`config.mk`:
```
export PLATFORM = sky130hd
export DESIGN_NAME = irq_controller
export DESIGN_NICKNAME = d
export VERILOG_FILES = /design/src/rtl/irq_pkg.sv /design/src/rtl/irq_prio_enc.sv /design/src/rtl/irq_controller.sv
export SDC_FILE = /design/constraint.sdc
export NUM_CORES = 1
export LEC_CHECK = 0
export CAP_MARGIN = 20
export CORE_AREA = 2 2 41 43
export CTS_CLUSTER_SIZE = 14
export DETAILED_ROUTE_END_ITERATION = 8
export DIE_AREA = 0 0 43 45
export GPL_ROUTABILITY_DRIVEN = 1
export PLACE_DENSITY = 0.72
export SETUP_SLACK_MARGIN = 0.2
export SKIP_LAST_GASP = 1
export SLEW_MARGIN = 20
export SYNTH_ARGS = -nofsm -noshare
export SYNTH_HDL_FRONTEND = slang
export SYNTH_SLANG_ARGS = --single-unit
```
`constraint.sdc`:
```
create_clock -name CLOCK_50 -period 3.1 [get_ports CLOCK_50]
set_input_delay 0.62 -clock CLOCK_50 [delete_from_list [all_inputs] [get_ports CLOCK_50]]
set_output_delay 0.62 -clock CLOCK_50 [all_outputs]
set_load 0.01 [all_outputs]
```
`src/rtl/irq_pkg.sv`:
```
// rtl/irq_pkg.sv - shared types and defaults for the interrupt sequencer
package irq_pkg;

  localparam int NSRC_DEFAULT = 4;

  typedef enum logic [1:0] {
    IDLE,
    REQ,
    SERVICE
  } irq_state_t;

endpackage

```
`src/rtl/irq_prio_enc.sv`:
```
// rtl/irq_prio_enc.sv - fixed-priority encoder, lowest set index wins
module irq_prio_enc #(
  parameter int NSRC = irq_pkg::NSRC_DEFAULT,
  parameter int IDW  = $clog2(NSRC)
) (
  input  logic [NSRC-1:0] vec,
  output logic [IDW-1:0]  idx,
  output logic            valid
);

  always_comb begin
    idx   = '0;
    valid = 1'b0;
    // Scan downwards so the last hit, the lowest index, is what remains.
    for (int i = NSRC - 1; i >= 0; i--) begin
      if (vec[i]) begin
        idx   = IDW'(i);
        valid = 1'b1;
      end
    end
  end

endmodule

```
`src/rtl/irq_controller.sv`:
```
// rtl/irq_controller.sv - edge-detecting, masked, single-level interrupt sequencer
module irq_controller
  import irq_pkg::*;
#(
  parameter int NSRC = NSRC_DEFAULT,
  parameter int IDW  = $clog2(NSRC)
) (
  input  logic            CLOCK_50,
  input  logic            reset,
  input  logic [NSRC-1:0] irq_src,
  input  logic [NSRC-1:0] irq_mask,
  input  logic            ExtlAck,
  input  logic            irq_done,
  output logic            ExtIRQ,
  output logic [IDW-1:0]  cause_id,
  output logic [NSRC-1:0] pending,
  output logic            busy
);

  irq_state_t      state_q, state_d;
  logic [NSRC-1:0] src_q;
  logic [NSRC-1:0] irq_event;
  logic [NSRC-1:0] eligible;
  logic [NSRC-1:0] clr;
  logic [NSRC-1:0] pending_d;
  logic [IDW-1:0]  winner;
  logic            winner_valid;
  logic [IDW-1:0]  cause_d;
  logic            ext_irq_d;
  logic            ack_fire;

  assign irq_event = irq_src & ~src_q;
  assign eligible  = pending & ~irq_mask;

  irq_prio_enc #(
    .NSRC (NSRC),
    .IDW  (IDW)
  ) u_prio_enc (
    .vec   (eligible),
    .idx   (winner),
    .valid (winner_valid)
  );

  always_comb begin
    state_d   = state_q;
    cause_d   = cause_id;
    ext_irq_d = ExtIRQ;
    ack_fire  = 1'b0;
    case (state_q)
      IDLE: begin
        if (winner_valid) begin
          cause_d   = winner;
          ext_irq_d = 1'b1;
          state_d   = REQ;
        end
      end
      REQ: begin
        // cause_id is frozen here; later arrivals wait for the next IDLE.
        if (ExtlAck) begin
          ack_fire  = 1'b1;
          ext_irq_d = 1'b0;
          state_d   = SERVICE;
        end
      end
      SERVICE: begin
        if (irq_done) begin
          state_d = IDLE;
        end
      end
      default: begin
        state_d   = IDLE;
        ext_irq_d = 1'b0;
      end
    endcase
  end

  // A fresh edge on the acked source re-sets its bit in the same cycle.
  assign clr       = ack_fire ? (NSRC'(1) << cause_id) : '0;
  assign pending_d = (pending & ~clr) | irq_event;

  always_ff @(posedge CLOCK_50 or negedge reset) begin
    if (!reset) begin
      state_q  <= IDLE;
      src_q    <= '0;
      pending  <= '0;
      cause_id <= '0;
      ExtIRQ   <= 1'b0;
    end else begin
      state_q  <= state_d;
      src_q    <= irq_src;
      pending  <= pending_d;
      cause_id <= cause_d;
      ExtIRQ   <= ext_irq_d;
    end
  end

  assign busy = (state_q == REQ) || (state_q == SERVICE);

endmodule

```
Word-level counts from Yosys, hierarchy flattened

Cells that the tools add are included.

Output and inout port bits: 8
Logic and storage cells: 42
Input bits: 12
Register bits: 13

Multiplexer cells: 18
Bitwise logic cells: 8
Eq/ne operators: 5
Reduce and logical (&&, ||, !) cells: 5
Shifts and indexed selects: 1

Operator list:

| cell                                             | number |
|---|---|
| 2-to-1 mux 2 bit                                 | 7 |
| AND 4 bit                                        | 3 |
| inverter 4 bit                                   | 3 |
| 2-to-1 mux 1 bit                                 | 8 |
| case mux 2 bit (3 select lines)                  | 1 |
| AND reduction 3 bit                              | 2 |
| 2-to-1 mux 4 bit                                 | 1 |
| != test 2 bit (second input constant)            | 2 |
| OR 4 bit                                         | 1 |
| left shift 1 x 2 -> 4 bit (first input constant) | 1 |
| case mux 1 bit (3 select lines)                  | 1 |
| == test 2 x 1 -> 1 bit (second input constant)   | 1 |
| == test 2 bit (second input constant)            | 1 |
| zero test 2 bit                                  | 1 |
| != test 2 x 1 -> 1 bit (second input constant)   | 1 |
| AND reduction 2 bit                              | 1 |
| logical OR 1 bit                                 | 1 |
| inverter 1 bit                                   | 1 |

Longest topological paths before layout

Depth in word-level cells: 8
Mapped depth: 5
Mapped depth without buffers: 5

Hierarchy

From an unflattened synthesis, not the netlist that was laid out.

Cells, all modules: 56
Area, all modules: 628.1 um^2

By module, submodules not included:

| module         | cells each | area an instance (um^2) | sequential area each (um^2) | times used |
|---|---|---|---|---|
| irq_controller | 49         | 593.1                   | 325.3                       | 1 |
| irq_prio_enc   | 7          | 35.0                    | 0.0                         | 1 |

Worst setup path after synthesis

OpenSTA, ideal clock, no wires.

Kind: input-to-reg
Start: input irq_mask[2]
End: register state_q[1]
Arrival: 1.377 ns
Slack: 1.598 ns
Path buffers: 0
Setup time: 0.125 ns
Required time: 2.975 ns
Cell stages on the path: 4
Path through: nand2b_1 nor4b_4 a21oi_1 mux2_4

Cells in the longest elaborated chain, start to end: 7

Ends and longest elaborated chain:

| item                             | RTL line             | RTL |
|---|---|---|
| start: declaration               | irq_controller.sv:11 | `input logic [NSRC-1:0] irq_mask,` |
| inverter 4 bit                   | irq_controller.sv:33 | `assign eligible = pending & ~irq_mask;` |
| AND 4 bit                        | irq_controller.sv:33 |  |
| 2-to-1 mux 1 bit (3 in series)   | irq_prio_enc.sv:16   | `if (vec[i]) begin` |
| != test 2 x 1 -> 1 bit (no line) | n/a                  |  |
| AND reduction 3 bit (no line)    | n/a                  |  |
| end signal: assignment           | irq_controller.sv:89 | `state_q <= state_d;` |
| end: declaration                 | irq_controller.sv:20 | `irq_state_t state_q, state_d;` |

No other way between the ends.
A chain may end at the register's enable or synchronous reset.

Worst setup path after layout

Start: register state_q[0]
End: output busy

Cells in the longest elaborated chain, start to end: 2
Elaborated cells between the ends (all ways): 3
Those cells by class: eq/ne: 2; reduce/logical: 1

Ends and longest elaborated chain:

| item                                                    | RTL line             | RTL |
|---|---|---|
| == test 2 x 1 -> 1 bit or == test 2 bit (tied branches) | irq_controller.sv:97 | `assign busy = (state_q == REQ) \|\| (state_q == SERVICE);` |
| logical OR 1 bit (*)                                    | irq_controller.sv:97 |  |
| end: declaration                                        | irq_controller.sv:17 | `output logic busy` |

Every way passes the cells marked *; elsewhere a longest branch is shown, timed or not.

==> run metrics <==
IR drop worst, VDD=a little over 400 uV; uppermost layer routed=met4; syn_area_per_cell=between 10 and 15 um2; Initial Util=0.440; drt pass-1 iters=3; die height=between 40 and 50 um; core footprint=1470 um2; capturing point of the worst reg2reg path=cause_id[0]; via count=470; Synth top cells by count=dfrtp_1 (13), inv_1 (9), o21ai_0 (7); largest net degree at the start of global routing=14; Multi-input gate area=between 200 and 300 um2; top post-synthesis cells by area=dfrtp_1 (50%), ha_1 (7.7%), o21ai_0 (5.4%), inv_1 (5.2%), nor2b_4 (4.3%); Peak Freq=roughly 460 MHz; multiplexer share of the synthesized area=0.0561; unrepaired setup endpoints after global routing=false; # Max-Cap Violations=0; clk slew on worst S/H paths=about 80 ps; worst-path cell chain=inv_1, ha_1, clkdlybuf4s50_1; die area=around 1900 um2; depth of the CTS H-tree=1; CTS max path bufs=2; Routed wire per std cell=12.6 um; post-synth top area cell=dfrtp_1; Synth Area in Adders=0.0774; Post-synth EDFFs=0; power per cell area=between 800 and 900 nW/um2; initial antenna violation count=0; Detail Route met3 WL=slightly above 50 um; CP Data Arrival Time=around 1600 ps; kind of critical path=register to output port; vias in the first global route=between 400 and 500; Slew Limit Fails=0; Pleak=approximately 0.41 nW; CP max FO=3; Root Driver=clkbuf_4; met2 routed WL=around 600 um; Worst Tran Pin Value=~570 ps; CTS tree=built; top cell type's share of synthesized area=0.503; DRC=0; P&R area growth vs syn=36.6%; hold buffers post-CTS=0; worst-skew pair later-pin latency=roughly 270 ps; critical path's slowest cell=clkdlybuf4s50_1; delay-heaviest family, CP=buffers and inverters; FF-to-FF setup slack=approximately 1600 ps; Layout Utilization=0.600; Setup Skew=between 2 and 2.5 ps; delay of the slowest critical-path stage=about 530 ps; Post-synth ARST share=1.00; final hold viol count=0; Worst setup SP type=register; Crit. End Element=output port; Mapped Cells=between 50 and 60; Placed Cells=93; # clock sinks=13; Critical Path RT=between 2000 and 2500 ps; status=finished, final reports clean; Netlist cell types=22; hold path endpoint=pending[2]; Vias per Instance=~4.8; Final TNS setup=0 ps; main combinational cell family by area after synthesis=compound AO/OA/AOI/OAI gates; minimum clock period after layout=roughly 2200 ps; first-pass GRT wire length=around 2000 um; Critical R2R Launch=state_q[0]; syn_nets=74; #FFs+latches synth=13; Final setup viols=0; top_reg_cell synth=dfrtp_1; number of buffers created by CTS=3; yosys warns=0; Hold Path Depth=1; Synth Area in Simple Gates=0.147; die width=about 43 um; Site Rows=14; met1 WL=around 550 um; Buf+Inv Stages, Crit Path=2; mapped cell area=647 um2; Resized cells post-CTS=0; Final Non-Filler Cells=between 90 and 100; Congestion Overflow GR=0; fin nets=98; HPWL after DPL=about 1000 um; postcts setup bufs=0; post-synthesis compound-gate area fraction=0.164; Max-slew headroom=0.616; Iteration-0 DRC Markers=8; FF+latch area=about 330 um2; FF-to-FF path depth=5; IO Count=20; Port Buf Inserts=19; GRT Total Usage=0.143; layout cells sized above 1=0.0988; ANT cells=0; final WL=around 1200 um; fin crit share=0.699; count leader, synth=dfrtp_1; xor and xnor area share after synthesis=0; Worst Hold Class=register to register; RePlAce Congestion=between 0.6 and 0.7; Routed Antenna Nets=0; sequential share of the synthesized area=0.503; hold path startpoint=src_q[2]; FILL cells=approximately 120
## power by group
group	leakage, nW	switching [mW]	internal, mW	total [mW]
Clock	0.0150	0.0525	0.0498	0.102
Combinational	0.252	0.160	0.209	0.369
Sequential	0.146	0.0465	0.223	0.270
## layout make-up
type	count	share of cell area
clock buffer	4	0.0297
tap	16	0.0227
multi-input combinational	36	0.326
timing repair buffer	19	0.215
sequential	13	0.368
inverter	9	0.0382
## routing by layer
layer / track usage / vias up
li1: - / 241
met5: 0 / -
met4: 0.0909 / 0
met2: 0.230 / 12
met3: 0.0160 / 4
met1: 0.186 / 213
## metrics by stage
stage          setup slack (ps)  hold slack (ps)  total power [mW]  instance area, um2
6_report                    934              419             0.741                 883
2_1_floorplan              1600              324             0.488                 647
3_3_place_gp               1080              402             0.638                 857
4_1_cts                     930              421             0.749                 883
3_5_place_dp               1040              410             0.645                 857
5_1_grt                     857              444             0.793                 883
## worst reg2reg max path: stages, from the launching register on
cell	delay (ps)
dfrtp_1	380
inv_1	90
ha_1	270
o21ai_1	150
a21boi_1	190
mux2_1	330
## cell usage in the layout (no fill, tap or decap), drive strengths merged
cell	synthesis	final
clkdlybuf4s50	0	19
dfrtp	13	13
inv	9	9
o21ai	8	8
a21oi	4	4
ha	4	4
clkbuf	0	4
nor2b	3	3
o31ai	2	2
nand2b	2	2
nor2	2	2
mux2	2	2
nand3	1	1
nand2	1	1
mux2i	1	1
a21o	1	1
and2	1	1
nor4b	1	1
a22o	1	1
a21boi	1	1
o21a	1	1
## worst max path at each step
stage	from	end	slack [ps]	cells past startpoint
final	state_q[0]	busy	930	3
after global routing	state_q[1]	busy	860	3
after CTS	state_q[0]	busy	930	3
after detailed placement	irq_mask[0]	state_q[1]	1040	5
after global placement	irq_mask[0]	state_q[1]	1080	5
after floorplan	irq_mask[2]	state_q[1]	1600	4
## cells by family (layout without fill, tap and decap cells)
logic type	after synthesis	after routing
adders and majority gates	4	4
DFF	13	13
buffers and inverters	9	32
AOI/OAI and AO/OA	18	18
and+or+nand+nor	11	11
muxes	3	3
## sequential cells by signal, indices dropped and copies added (netlist names)
signal,cells
pending,4
src_q,4
cause_id,2
state_q,2
ExtIRQ,1
No activity file was read; power rests on OpenSTA's default activity.
